--- src/rtl/uart_tx_shift.sv ---
// uart_tx_shift: parallel-in/serial-out UART transmitter (start, 8 data bits LSB first, optional parity, stop).
// Latency: start bit appears on tx the cycle after an accepted ld; a frame lasts 10*BAUD_DIV (11*BAUD_DIV with parity) clocks.
// Backpressure: tx_rdy=0 while a frame is in flight; ld is ignored then (no queueing), so the producer must pace on tx_rdy.
module uart_tx_shift #(
  parameter int BAUD_DIV   = 5208,
  parameter bit PARITY_EN  = 1'b0,
  parameter bit PARITY_ODD = 1'b0
) (
  input  logic       clk,
  input  logic       reset,
  input  logic [7:0] d,
  input  logic       ld,
  output logic       tx,
  output logic       tx_rdy
);

  localparam int CW = $clog2(BAUD_DIV);
  localparam logic [CW-1:0] BAUD_LAST = CW'(BAUD_DIV - 1);

  typedef enum logic [2:0] {
    S_IDLE,
    S_START,
    S_DATA,
    S_PARITY,
    S_STOP
  } state_t;

  state_t        state_q, state_d;
  logic [CW-1:0] baud_q, baud_d;
  logic [2:0]    bit_q, bit_d;
  logic [7:0]    shreg_q, shreg_d;
  logic          par_q, par_d;
  logic          tx_q, tx_d;
  logic          bit_end;

  // Last clock of the current bit period.
  assign bit_end = (baud_q == BAUD_LAST);

  // Next-state, bit timing and next tx value; tx is computed one cycle ahead so it can be registered.
  always_comb begin
    state_d = state_q;
    baud_d  = bit_end ? '0 : baud_q + CW'(1);
    bit_d   = bit_q;
    shreg_d = shreg_q;
    par_d   = par_q;
    tx_d    = tx_q;
    case (state_q)
      S_IDLE: begin
        baud_d = '0;
        tx_d   = 1'b1;
        if (ld) begin
          state_d = S_START;
          shreg_d = d;
          // Parity is fixed at capture time so later changes on d cannot leak into the frame.
          par_d   = (^d) ^ PARITY_ODD;
          bit_d   = 3'd0;
          tx_d    = 1'b0;
        end
      end
      S_START: begin
        if (bit_end) begin
          state_d = S_DATA;
          tx_d    = shreg_q[0];
        end
      end
      S_DATA: begin
        if (bit_end) begin
          shreg_d = {1'b0, shreg_q[7:1]};
          bit_d   = bit_q + 3'd1;
          if (bit_q == 3'd7) begin
            if (PARITY_EN) begin
              state_d = S_PARITY;
              tx_d    = par_q;
            end else begin
              state_d = S_STOP;
              tx_d    = 1'b1;
            end
          end else begin
            tx_d = shreg_q[1];
          end
        end
      end
      S_PARITY: begin
        if (bit_end) begin
          state_d = S_STOP;
          tx_d    = 1'b1;
        end
      end
      S_STOP: begin
        if (bit_end) begin
          state_d = S_IDLE;
          tx_d    = 1'b1;
        end
      end
      default: begin
        state_d = S_IDLE;
        baud_d  = '0;
        tx_d    = 1'b1;
      end
    endcase
  end

  // State and datapath registers; reset forces the line idle-high mid-frame.
  always_ff @(posedge clk or posedge reset) begin
    if (reset) begin
      state_q <= S_IDLE;
      baud_q  <= '0;
      bit_q   <= 3'd0;
      shreg_q <= 8'd0;
      par_q   <= 1'b0;
      tx_q    <= 1'b1;
    end else begin
      state_q <= state_d;
      baud_q  <= baud_d;
      bit_q   <= bit_d;
      shreg_q <= shreg_d;
      par_q   <= par_d;
      tx_q    <= tx_d;
    end
  end

  assign tx     = tx_q;
  assign tx_rdy = (state_q == S_IDLE);

endmodule

--- config.mk ---
export PLATFORM = sky130hd
export DESIGN_NAME = uart_tx_shift
export DESIGN_NICKNAME = d
export VERILOG_FILES = /design/src/rtl/uart_tx_shift.sv
export SDC_FILE = /design/constraint.sdc
export NUM_CORES = 1
export LEC_CHECK = 0
export CAP_MARGIN = 20
export CORE_MARGIN = 5
export CORE_UTILIZATION = 45
export CTS_CLUSTER_DIAMETER = 40
export DETAILED_ROUTE_END_ITERATION = 10
export PLACE_DENSITY_LB_ADDON = 0.08
export SLEW_MARGIN = 30
export SYNTH_ARGS = -nofsm -noshare
export SYNTH_HDL_FRONTEND = slang
export SYNTH_SLANG_ARGS = --single-unit
export TNS_END_PERCENT = 20
--- constraint.sdc ---
create_clock -name clk -period 2.5 [get_ports clk]
set_input_delay 0.5 -clock clk [delete_from_list [all_inputs] [get_ports clk]]
set_output_delay 0.5 -clock clk [all_outputs]
set_load 0.05 [all_outputs]
Word-level counts from Yosys, hierarchy flattened
Index checks and enable logic that the tools add are counted.
W data, S select, Z words.
{ "classes": {"add_sub_neg": 2, "n_mul": 0, "div": 0, "order_cmp": 0, "n_eq_ne": 13, "shifts": 0, "muxes": 21, "bitwise_logic": 0, "reduce_logical": 7} }
{ "ops": {"columns": ["op", "n"], "rows": [
  ["$mux W13", 2],
  ["$mux W3", 8],
  ["$mux W8", 2],
  ["$pmux W8 S2", 1],
  ["$pmux W3 S5", 1],
  ["$add A13 B1 Y13 const B", 1],
  ["$eq A13 B13 Y1 const B", 1],
  ["$ne A2 B2 Y1 const B", 6],
  ["$eq A3 B2 Y1 const B", 2],
  ["$eq A3 B3 Y1 const B", 2],
  ["$pmux W3 S2", 1],
  ["$reduce_and A3 Y1", 2],
  ["$reduce_and A6 Y1", 1],
  ["$mux W1", 5],
  ["$pmux W1 S4", 1],
  ["$reduce_or A4 Y1", 1],
  ["$add A3 B1 Y3 const B", 1],
  ["$eq A3 B1 Y1 const B", 1],
  ["$logic_not A3 Y1", 1],
  ["$ne A2 B1 Y1 const B", 1],
  ["$reduce_bool A2 Y1", 1],
  ["$reduce_or A2 Y1", 1]
]} }
{ "totals": {"register_bits": 28, "latchBits": 0, "ram_bits": 0, "romBits": 0, "input_bits": 11, "output_inout_bits": 2, "wordCells": 48, "n_memories": 0} }

Longest topological paths before layout
Gate-level depths: netlist of run 1.
{ "depth": {"depth_word": 4, "ltp_mapped": 7, "ltp_nobuf": 5} }

Worst setup path before layout of run 1
No wires, ideal clock.
{ "synth_timing": {"path_type": "register to register", "from": "register state_q[2]", "to": "register shreg_q[0]", "setup_time_ns": 0.125, "arrival_time_ns": 2.430, "t_required_ns": 2.375, "slack_ns": -0.056, "path_stages_with_launch": 6, "n_path_buf": 1, "period_less_slack_ns": 2.556, "path_cell_list": "dfrtp_1 > nor3_1 > nand2_1 > a21boi_2 > buf_6 > mux2_4"} }
{ "synth_between": {"elab_chain_len": 3, "word_cells_on_any_way": 7, "classes_between": "eq/ne (3); mux (1); reduce/logical (3)"} }
{ "synth_rtl": {"columns": ["item", "line_no", "source"], "rows": [
  ["from (decl)", "28", "state_t state_q, state_d;"],
  ["from (signal assigned)", "113", "state_q <= state_d;"],
  ["$logic_not A3 Y1 (*)", null, null],
  ["named net tx_rdy", "14", "output logic tx_rdy"],
  ["$ne A2 B2 Y1 (no source line) or $reduce_bool A2 Y1 (tied branches)", null, null],
  ["$reduce_and A3 Y1 (no source line)", null, null],
  ["to (signal assigned)", "116", "shreg_q <= shreg_d;"],
  ["to (decl)", "31", "logic [7:0] shreg_q, shreg_d;"]
]} }
The timed path passes the listed nets; every way through them passes the cells marked *.
A chain may end at the register's enable or synchronous reset.

Final worst setup path of run 1
{ "layout_timing": {"from": "register tx_q, in the netlist tx", "to": "output port tx"} }
{ "layout_rtl": {"columns": ["item", "line_no", "source"], "rows": [
  ["from (decl)", "33", "logic tx_q, tx_d;"],
  ["from (signal assigned)", "118", "tx_q <= tx_d;"],
  ["to (decl)", "13", "output logic tx,"]
]} }
No word-level cell between the ends.

==> flow_summary.toml, run 1 <==
[detailed_routing]
drt-initial-drc-count = 60
ant_nets = 0
drc = 0
wirelength_mm = 2.36
dr_total_vias = 916
drtPass1Iterations = 4
wl_per_cell_microns = 12.6
vias_per_cell = 4.90

[setup_path]
cp_slowest_cell = "clkdlybuf4s50_1"
timing.rr.start = "baud_q[0]"
worstPathRequired_ns = 2.00
endpoint = "tx"
cp-startpoint = "tx"
ff2ff_setup_slack_ns = 0.38
slowest_delay_ns = 0.79
crit_type = "reg -> out"
cp_data_arrival_time_ns = 1.66
critPathCaptureType = "primary output"
r2r_cells = 5
cp_cell_sequence = "clkdlybuf4s50_1"
path_buf_inv = 1
critical-path-top-delay-family = "buffers and inverters"
crit_path_start_kind = "register"
rr_endpoint = "bit_q[0]"
critical_path_depth = 1
crit_path_max_fanout = 2

[sta]
worst_slew_pin_slew_ns = 0.825
rsz0062_at_grt = "no"
fmax_mhz = 463
finalMaxSlewViolations = 0
setup_slack_ns = 0.339
fin_skew_ns = 0.00287
slew_headroom_pct = 44.7
setup_viol_count_final = 0
setup_tns_ns = 0
period_minus_slack_ns = 2.16
hold_violations = 0
fin_crit_sh_pct = 86.4

[clocking]
clockRootBuffer = "clkbuf_4"
ctsHoldBuffers = 0
clk_pin_slew_ns = 0.14
cts_tree = "yes"
numCtsBuffers = 3
clock_path_buffers = 2
cts-resized-gates = 0
postCtsSetupRepairBufs = 0
cts_max_level = 1
clkSinkCount = 28
clk_latency_ns = 0.32

[yosys]
synthTopCellsByCount = "dfrtp_1, nor2_1, inv_1, mux2_2, xnor2_1"
ys_warn_count = 0
synthFlopType = "dfrtp_1"
synth_area_leaders = "dfrtp_1, mux2_4, mux2_2, xnor2_1, nor2_1"
synthArstFlopShare_pct = 100
synth_area_per_cell_sq_um = 11.2
synth_top_area_share_pct = 46.3
ys_seq_area_share_pct = 48.1
syn_nets = 144
synth_area_sq_um = 1460
synth-edff-count = 0
ys_ff_latch = 28
synth_cell_type_count = 31
yosysMostFrequentCell = "dfrtp_1"
synthCells = 130
synth_largest_area_cell = "dfrtp_1"

[finish]
stdcell_area_sq_um = 1650
synthToLayoutAreaGrowth_pct = 13.4
n_antenna_cell = 0
final_cells = 187
layout-drive-gt1-share_pct = 20.3
fin_nets = 158

[floorplan]
die_area_sq_um = 4480
core-area_sq_um = 3080
num_rows = 20
io-pin-count = 13
dieWidth_microns = 66.9
die_h_microns = 66.9
start_util_pct = 47.4

[grt]
antenna_found_initial = 0
grt_overflow_total = 0
track_usage_pct = 12.8
grt_pass1_wl_mm = 4.37
grt_max_degree = 29
grt_pass1_vias = 979

[placed_design]
place_ws_ns = 0.297
numPortBuffers = 12
finalWeightedCongestion = 0.740
dp_hpwl_mm = 1.71
dp_cells = 183
dpl-instance-area_sq_um = 1620

[outcome]
run_status = "complete, no violations"

[min_path]
holdCritStartpoint = "baud_q[0]"
worst_hold_path_type = "reg -> reg"

[power_and_ir_drop]
leakagePower_uw = 0.000792
power_density_nw_per_um2 = 424
ir_worst_vdd_mv = 0.394

[job]
drv_cap = 0
worst min-delay path by stage:
stage                endpoint  slack [ns]  cells past startpoint
floorplan           baud_q[0]        0.45                      1
global placement    baud_q[0]        0.47                      1
detailed placement  baud_q[0]        0.49                      1
CTS                 baud_q[7]        0.51                      3
global route        baud_q[7]        0.53                      3
finish              baud_q[0]        0.50                      1
cells by family after synthesis:
| group | after synthesis | synth area share (%) |
|---|---|---|
| compound gates | 8 | 3.69 |
| simple gates | 47 | 17.3 |
| buf+inv | 13 | 4.46 |
| xor+xnor | 11 | 6.60 |
| fa+ha+maj | 3 | 2.57 |
| mux | 20 | 17.2 |
| flops | 28 | 48.1 |
state kept, by name, indices dropped and copies added, names as in the netlist:
| signal | count |
|---|---|
| tx | 1 |
| bit_q | 3 |
| state_q | 3 |
| shreg_q | 8 |
| baud_q | 13 |
worst reg2reg max path, cell delays in order (launching register included):
cell      delay (ns)
dfrtp_1         0.44
ha_1            0.27
nand4b_1        0.21
nor3_4          0.07
a21boi_2        0.63
mux2_2          0.41
routing by layer:
metal | wire [microns] | track usage, % | up-vias
met5 | 0 | 0 | -
met4 | 18 | 2.28 | 0
met3 | 92 | 4.22 | 2
met2 | 1080 | 19.8 | 12
met1 | 1160 | 17.4 | 438
li1 | - | - | 464
metrics by stage:
stage | hold WS, ns | util [%] | power [uW]
after floorplan | 0.452 | - | 474
after global placement | 0.474 | 52.5 | 493
after detailed placement | 0.489 | 52.5 | 494
after CTS | 0.509 | 53.7 | 717
after global routing | 0.532 | 53.7 | 740
final | 0.505 | 53.7 | 701
layout make-up:
type,count,area (sq um)
multi-input cells,89,697
well taps,44,55.1
inverters,9,33.8
clock buffers,4,36.3
repair buffers,13,130
flip-flops and latches,28,702
fillers,286,1420
power breakdown:
| part | internal [uW] | total (uW) | switching (uW) |
|---|---|---|---|
| Sequential | 453 | 453 | 0 |
| Clock | 89.1 | 216 | 127 |
| Combinational | 19.5 | 31.6 | 12.1 |
layout by cell type (no fill, tap or decap), drive strengths merged:
| cell type | n |
|---|---|
| a21boi | 1 |
| a21oi | 1 |
| a32o | 1 |
| and2 | 1 |
| buf | 1 |
| clkbuf | 4 |
| clkdlybuf4s50 | 11 |
| dfrtp | 27 |
| dfstp | 1 |
| dlymetal6s2s | 1 |
| ha | 3 |
| inv | 9 |
| mux2 | 17 |
| mux2i | 3 |
| nand2 | 6 |
| nand2b | 1 |
| nand3 | 6 |
| nand4 | 1 |
| nand4b | 1 |
| nor2 | 17 |
| nor2b | 3 |
| nor3 | 5 |
| nor4 | 3 |
| o21ai | 4 |
| o31ai | 1 |
| or3b | 1 |
| or4b | 1 |
| or4bb | 1 |
| xnor2 | 9 |
| xor2 | 2 |
Note: power is estimated with default switching activity, not from simulation.
==> inputs of run 2 (changes only) <==
- CORE_MARGIN: 5 -> 1
- GPL_TIMING_DRIVEN: unset -> 0
==> flow_summary.toml, run 2 (synthesized netlist as in run 1, its figures left out) <==
[detailed_routing]
dr_total_vias = 921
ant_nets = 0
wirelength_mm = 2.30
vias_per_cell = 4.85
drt-initial-drc-count = 44
drc = 0
wl_per_cell_microns = 12.1
drtPass1Iterations = 3

[sta]
setup_viol_count_final = 0
fin_crit_sh_pct = 86.4
fin_skew_ns = 0.00516
worst_slew_pin_slew_ns = 0.578
setup_tns_ns = 0
slew_headroom_pct = 61.4
finalMaxSlewViolations = 0
hold_violations = 0
period_minus_slack_ns = 2.16
rsz0062_at_grt = "no"
fmax_mhz = 463

[clocking]
clockRootBuffer = "clkbuf_4"
cts_max_level = 1
postCtsSetupRepairBufs = 0
clk_pin_slew_ns = 0.15
numCtsBuffers = 3
clk_latency_ns = 0.32
clock_path_buffers = 2
cts_tree = "yes"
clkSinkCount = 28

[power_and_ir_drop]
leakagePower_uw = 0.000809
power_density_nw_per_um2 = 419
p_sw_share_pct = 20.2
clockPowerShare_pct = 31.1
seqPwrFrac_pct = 64.5
p_sw_uw = 142
combPwrFrac_pct = 4.3
p_int_uw = 561
ir_worst_vdd_mv = 0.184
finalPower_uw = 702

[setup_path]
slowest_delay_ns = 0.79
cp_slowest_cell = "clkdlybuf4s50_1"
crit_type = "reg -> out"
cp_cell_sequence = "clkdlybuf4s50_1"
worstPathRequired_ns = 2.00
crit_path_start_kind = "register"
cp_data_arrival_time_ns = 1.66
path_buf_inv = 1
crit_path_max_fanout = 2
critical-path-top-delay-family = "buffers and inverters"
critPathCaptureType = "primary output"

[finish]
final_core_util_pct = 55.0
regMostFlops = "baud_q"
final_cells = 190
fillCellCount = 296
n_antenna_cell = 0
largest_reg_flops = 13
layout-drive-gt1-share_pct = 22.6
largestRegisters = "baud_q: 13 flops, shreg_q: 8 flops"
mostFrequentLayoutCell = "dfrtp_1"
fin_nets = 161
synthToLayoutAreaGrowth_pct = 15.0
layout_common_cells = "dfrtp_1, nor2_1, clkdlybuf4s50_1"

[job]
drv_cap = 0

[floorplan]
start_util_pct = 47.8
die_h_microns = 58.9
dieWidth_microns = 58.9
die_area_sq_um = 3470
io-pin-count = 13
num_rows = 20
core-area_sq_um = 3050

[grt]
grt_pass1_vias = 842
grt_overflow_total = 0
grt_max_degree = 29
track_usage_pct = 15.3
use_met3_pct = 1.98
met2_usage_pct = 22.1
busiest_layer = "met1"
antenna_found_initial = 0
grt_pass1_wl_mm = 3.95
grt_util_met1_pct = 23.2

[outcome]
run_status = "complete, no violations"

[placed_design]
dp_cells = 186
dp_hpwl_mm = 1.64
finalWeightedCongestion = 0.749
numPortBuffers = 12

[min_path]
worst_hold_path_type = "reg -> reg"
## run 2: changes by cell type in the layout (fill, tap and decap cells not counted)
cell	before	now
inv_2	0	1
buf_4	1	2
buf_2	0	1
buf_6	0	1
inv_1	9	8
## run 2: what timing repair did
action                     4_1_cts  5_1_grt
hold buffers                     0        0
resized for setup                0        1
setup endpoints to repair        0        1
## run 2: final timing paths
| path | start | endpoint | slack (ns) | cells after the start |
|---|---|---|---|---|
| worst max-delay path | tx | tx | 0.34 | 1 |
| worst min-delay path | baud_q[0] | baud_q[0] | 0.50 | 1 |
| worst max register to register | baud_q[9] | tx | 0.57 | 5 |
| worst min register to register | baud_q[0] | baud_q[0] | 0.50 | 1 |
| max in group asynchronous | reset | tx | 1.59 | 2 |
| min in group asynchronous | reset | baud_q[8] | 0.53 | 2 |
## run 2: per-stage QoR
step | hold slack [ns] | worst slack, ns | cell area [sq um]
detailed placement | 0.481 | 0.466 | 1640
floorplan | 0.452 | 0.448 | 1460
global placement | 0.473 | 0.487 | 1640
CTS | 0.501 | 0.0768 | 1680
global route | 0.542 | 0.278 | 1680
finish | 0.502 | 0.341 | 1680
## run 2: per-layer routing
metal	up-vias	share of wire, %	routed length (microns)
met5	-	0	0
met4	0	0.74	17
met3	2	2.5	57
met2	11	43	984
met1	438	54	1240
li1	470	-	-
## run 2: power by group through the flow
stage	registers (uW)	logic, uW	clock network [uW]
2_1_floorplan	461	13.0	0
3_3_place_gp	462	30.7	0
3_5_place_dp	461	31.7	0
4_1_cts	453	31.7	231
5_1_grt	453	34.1	253
6_report	453	30.5	219
## run 2: area by class of cell
| type | instances | area (sq um) | area share (%) |
|---|---|---|---|
| tap | 44 | 55.1 | 3.28 |
| multi-input combinational | 89 | 697 | 41.5 |
| clock buffer | 4 | 36.3 | 2.16 |
| timing repair buffer | 12 | 123 | 7.31 |
| sequential | 28 | 702 | 41.8 |
| buffer | 4 | 31.3 | 1.86 |
| inverter | 9 | 33.8 | 2.01 |
==> variant 1, RTL diff (flow settings as in run 1) <==
Encoding of `state_t`: now one-hot (5 bits for 5 states).
--- a/src/rtl/uart_tx_shift.sv
+++ b/src/rtl/uart_tx_shift.sv
@@ -18,10 +18,10 @@
   localparam logic [CW-1:0] BAUD_LAST = CW'(BAUD_DIV - 1);
 
-  typedef enum logic [2:0] {
-    S_IDLE,
-    S_START,
-    S_DATA,
-    S_PARITY,
-    S_STOP
+  typedef enum logic [4:0] {
+    S_IDLE   = 5'b00001,
+    S_START  = 5'b00010,
+    S_DATA   = 5'b00100,
+    S_PARITY = 5'b01000,
+    S_STOP   = 5'b10000
   } state_t;
 
Behaviour: no difference found for any inputs over 10 cycles, from zero or initial values and one cycle with reset high; not proved beyond that.
==> variant 1 against run 1 <==
- wire length rose by 29%
- die area rose by 4.5%
- sequential cell count increased by 1
- final area rose by 7.3%
- worst setup slack better by 0.020 ns
- synthesized area rose by 5.3%
Power is not compared: it rests on default switching activity, and its combinational part moved more than twofold at a synthesized area within 25%.
==> variant 1: results (changes against run 1) <==
[timing]
clock_skew_ns=0.00793  ; +0.00507 ns
slew-limit-headroom_pct=67.3  ; +23 points

[synthesis]
synthDistinctLibCells=41  ; +32%
synth_nets=168  ; +17%
ys_top_cells_by_count=nand2_1 (32), dfrtp_1 (27), nor2_1 (15), mux2_2 (8)
seq_area_frac_synth_pct=47.4  ; -0.72 points
synth_fa_ha_area_share_pct=2.44  ; -0.13 points

[place]
placedCellCount=211  ; +15%
globalplace.congestion=0.776  ; +4.9%
place_ws_ns=0.523  ; +0.226 ns

[route]
met3_length_um=189  ; +110%
first_iter_violations=67  ; +12%
m1WireLength_um=1290  ; +11%
drt_pre_antenna_iters=6  ; +2
wl_met2_um=1500  ; +38%

[finish]
multi_input_area_share_pct=42.6  ; +0.46 points
n_all_inverters=5  ; -4
layout.nets=186  ; +18%
stdcell_count=219  ; +17%
dominant-cell-class=multi-input gates
top_regs=baud_q: 13 flops, shreg_q: 8 flops, state_q: 4 flops
clkCellAreaFrac_pct=3.31  ; +1.1 points
area_delta_synth_final_pct=15.5
buffers=17  ; +4
fill_cells=328  ; +15%

[global_route]
grtUsageTotal_pct=15.7  ; +3.0 points
grt_pass1_wl_um=5420  ; +24%
grt_use_met1_pct=18.2  ; +0.83 points

[cts]
numCtsBuffers=5  ; +2
clkSinkCount=29  ; +3.6%

[floorplanning]
die_x_um=68.4  ; +2.2%

[critical_path]
cp.arrival_ns=1.64  ; -0.02 ns

[run_status]
status=finished clean

## variant 1: changes by cell type in the layout (fill, tap and decap cells not counted), sizes merged, moves of 2 or more
cell,change
nand2,+26
mux2,-8
buf,+5
and3,+4
clkbuf,+4
inv,-4
nor3,-4
xnor2,-4
xor2,+4
nand4,+3
nor2b,-3
nor4b,+3
nor2,-2
## variant 1: power groups by stage
stage	clock (W)	sequential, W	combinational (W)
2_1_floorplan	0	0.000684	0.000478
3_3_place_gp	0	0.000689	0.000616
3_5_place_dp	0	0.000695	0.000631
4_1_cts	0.000308	0.000687	0.000637
5_1_grt	0.000335	0.000702	0.000695
6_report	0.000298	0.000686	0.000626
## variant 1: path summary, 6_finish.rpt
check / to / slack, ns / cells past startpoint
worst max-delay path: tx / 0.36 / 1
worst min-delay path: baud_q[0] / 0.48 / 1
worst max register to register: shreg_q[2] / 0.51 / 4
worst min register to register: baud_q[0] / 0.48 / 1
max in group asynchronous: tx / 1.63 / 3
min in group asynchronous: shreg_q[6] / 0.55 / 3
==> variant 2, RTL diff (config.mk and constraints of run 1) <==
Without the edit above. The parameter `PARITY_EN` goes from 1'b0 to 1'b1.
--- a/src/rtl/uart_tx_shift.sv
+++ b/src/rtl/uart_tx_shift.sv
@@ -4,5 +4,5 @@
 module uart_tx_shift #(
   parameter int BAUD_DIV   = 5208,
-  parameter bit PARITY_EN  = 1'b0,
+  parameter bit PARITY_EN  = 1'b1,
   parameter bit PARITY_ODD = 1'b0
 ) (
Formal check against the unedited RTL: no difference found for any inputs over 10 cycles, from zero or initial values and one cycle with reset high; that may be too few to reach the edited logic, so the function may still have changed.
==> variant 2 against run 1 <==
- final area grew 9.8%
- synthesized area increased by 11%
- wire length grew 18%
- worst setup slack lost 0.28 ns
- critical path depth increased by 1
- critical endpoint is now tx_rdy
- clock skew rose by 0.0030 ns
- sequential cell count is 1 higher
- synthesized cell count rose by 12%
Power is not compared: it rests on default switching activity, and its combinational part moved more than twofold at a synthesized area within 25%.
==> variant 2: results (changes against run 1) <==
[run_status]
status=finished clean

[finish]
multi_input_gates=104  ; +17%
multi_input_area_um2=818  ; +17%
n_all_inverters=8  ; -1
layout.nets=175  ; +11%
diodes=0  ; unchanged
clkCellAreaFrac_pct=3.03  ; +0.84 points
sh_seq_area_pct=40.0  ; -2.4 points
nClkBuffers=7  ; +3
drive_above_1_share_pct=21.7  ; +1.5 points
fill_cells=302  ; +5.6%
top_regs=baud_q: 13 flops, shreg_q: 8 flops
nonClkBufAreaFrac_pct=7.03  ; -0.84 points
seq_cell_count=29  ; +3.6%
buffers=13  ; unchanged

[cts]
clockBufferDepth=2  ; unchanged
clk_pin_slew_worst_paths_ns=0.08  ; -0.06 ns
cts_resized=0  ; unchanged
cts_root_buffer=clkbuf_4
numCtsBuffers=5  ; +2
cts_setup_buffers=0  ; unchanged
htree_num_levels=2  ; +1
clock_latency_ns=0.33

[power_and_ir_drop]
vdd_drop_max_v=0.000264
leakagePower_nw=0.759
switchingPower_w=0.000451

[global_route]
met2_usage_pct=19.0  ; -0.81 points
grt_use_met1_pct=17.0  ; -0.39 points
antenna_found_initial=0  ; unchanged
grt_pass1_wl_um=5030  ; +15%
grtUsageTotal_pct=12.9  ; +0.12 points
grt_max_degree=30  ; +3.4%
grt_pass1_vias=1070  ; +9.3%
met3_usage_pct=4.45  ; +0.23 points

[timing]
clock_skew_ns=0.00586  ; +0.00299 ns
tightest_slew_ns=0.736  ; -0.0894 ns

[route]
met3_length_um=106  ; +15%
drt-wirelength-per-cell_um=13.4  ; +6.7%
wl_met2_um=1200  ; +10%
via_per_inst=4.95  ; +1.1%
drt_pre_antenna_iters=4  ; unchanged
routed.top_layer=met4
first_iter_violations=57  ; -5.0%
m1WireLength_um=1420  ; +22%

[place]
port_buffers=12  ; unchanged
post-dp-hpwl_um=2000  ; +17%
globalplace.congestion=0.803  ; +8.6%
place_ws_ns=0.345  ; +0.0474 ns

[synthesis]
synth_nets=160  ; +11%
seq_area_frac_synth_pct=45.1  ; -3.0 points
yosysWarnings=0  ; unchanged
synthTopCellsByArea=dfrtp_1 (43%), mux2_4 (11%), xnor2_1 (8.7%), nor2_1 (4.7%), mux2_2 (4.2%)
ys_top_cells_by_count=dfrtp_1 (28), nor2_1 (20), xnor2_1 (16), mux2_4 (12), nand2_1 (10)
synthDistinctLibCells=31  ; unchanged
ys_async_sr_fraction_pct=100  ; unchanged

[critical_path]
critPathSlowestCell=clkdlybuf4s50_1
cp.arrival_ns=1.94  ; +0.28 ns
critPathMaxFanout=9  ; +7
slowest_delay_ns=0.84  ; +0.05 ns

[hold_path]
hp-class=reg -> reg

## variant 2: cell types whose count changed in the layout (fill, tap and decap cells not counted), sizes merged, moves of 2 or more
cell,run 1,this run
xnor2,9,16
nor2,17,21
clkbuf,4,7
nor2b,3,0
mux2,17,19
nor3,5,3
and4bb,0,3
nand2,6,10
## variant 2: worst register-to-register path, cell delays in order (launching register included)
cell and delay, ns:
dfrtp_1 0.41, ha_1 0.26, and4bb_2 0.28, nand3_2 0.10, o21ai_2 0.59, mux2_2 0.41
## variant 2: logic make-up after synthesis
| logic type | Yosys count | share of synthesized area, % |
|---|---|---|
| fa+ha+maj | 3 | 2.33 |
| xor+xnor | 19 | 10.3 |
| compound gates | 6 | 2.33 |
| simple gates | 54 | 17.8 |
| mux | 22 | 17.9 |
| buf+inv | 13 | 4.19 |
| flops | 29 | 45.1 |
## variant 2: power by group through the flow
stage / clock, W / combinational (W) / sequential (W)
floorplan: 0 / 0.000332 / 0.000656
finish: 0.000289 / 0.000418 / 0.000657
global route: 0.000310 / 0.000460 / 0.000674
global placement: 0 / 0.000418 / 0.000658
CTS: 0.000298 / 0.000425 / 0.000657
detailed placement: 0 / 0.000423 / 0.000665
## variant 2: worst paths after layout
check | start | end | slack (ns) | cells past startpoint
max | state_q[1] | tx_rdy | 0.06 | 2
min | par_q | par_q | 0.49 | 2
max reg2reg | baud_q[0] | shreg_q[5] | 0.34 | 5
min reg2reg | par_q | par_q | 0.49 | 2
max in group asynchronous | reset | tx | 1.67 | 3
min in group asynchronous | reset | baud_q[4] | 0.52 | 3
## variant 2: per-stage QoR
step	area, um^2	power [W]	cells
2_1_floorplan	1610	0.000989	146
4_1_cts	1820	0.00138	207
5_1_grt	1820	0.00144	207
6_report	1820	0.00136	207
3_5_place_dp	1760	0.00109	200
3_3_place_gp	1760	0.00108	200
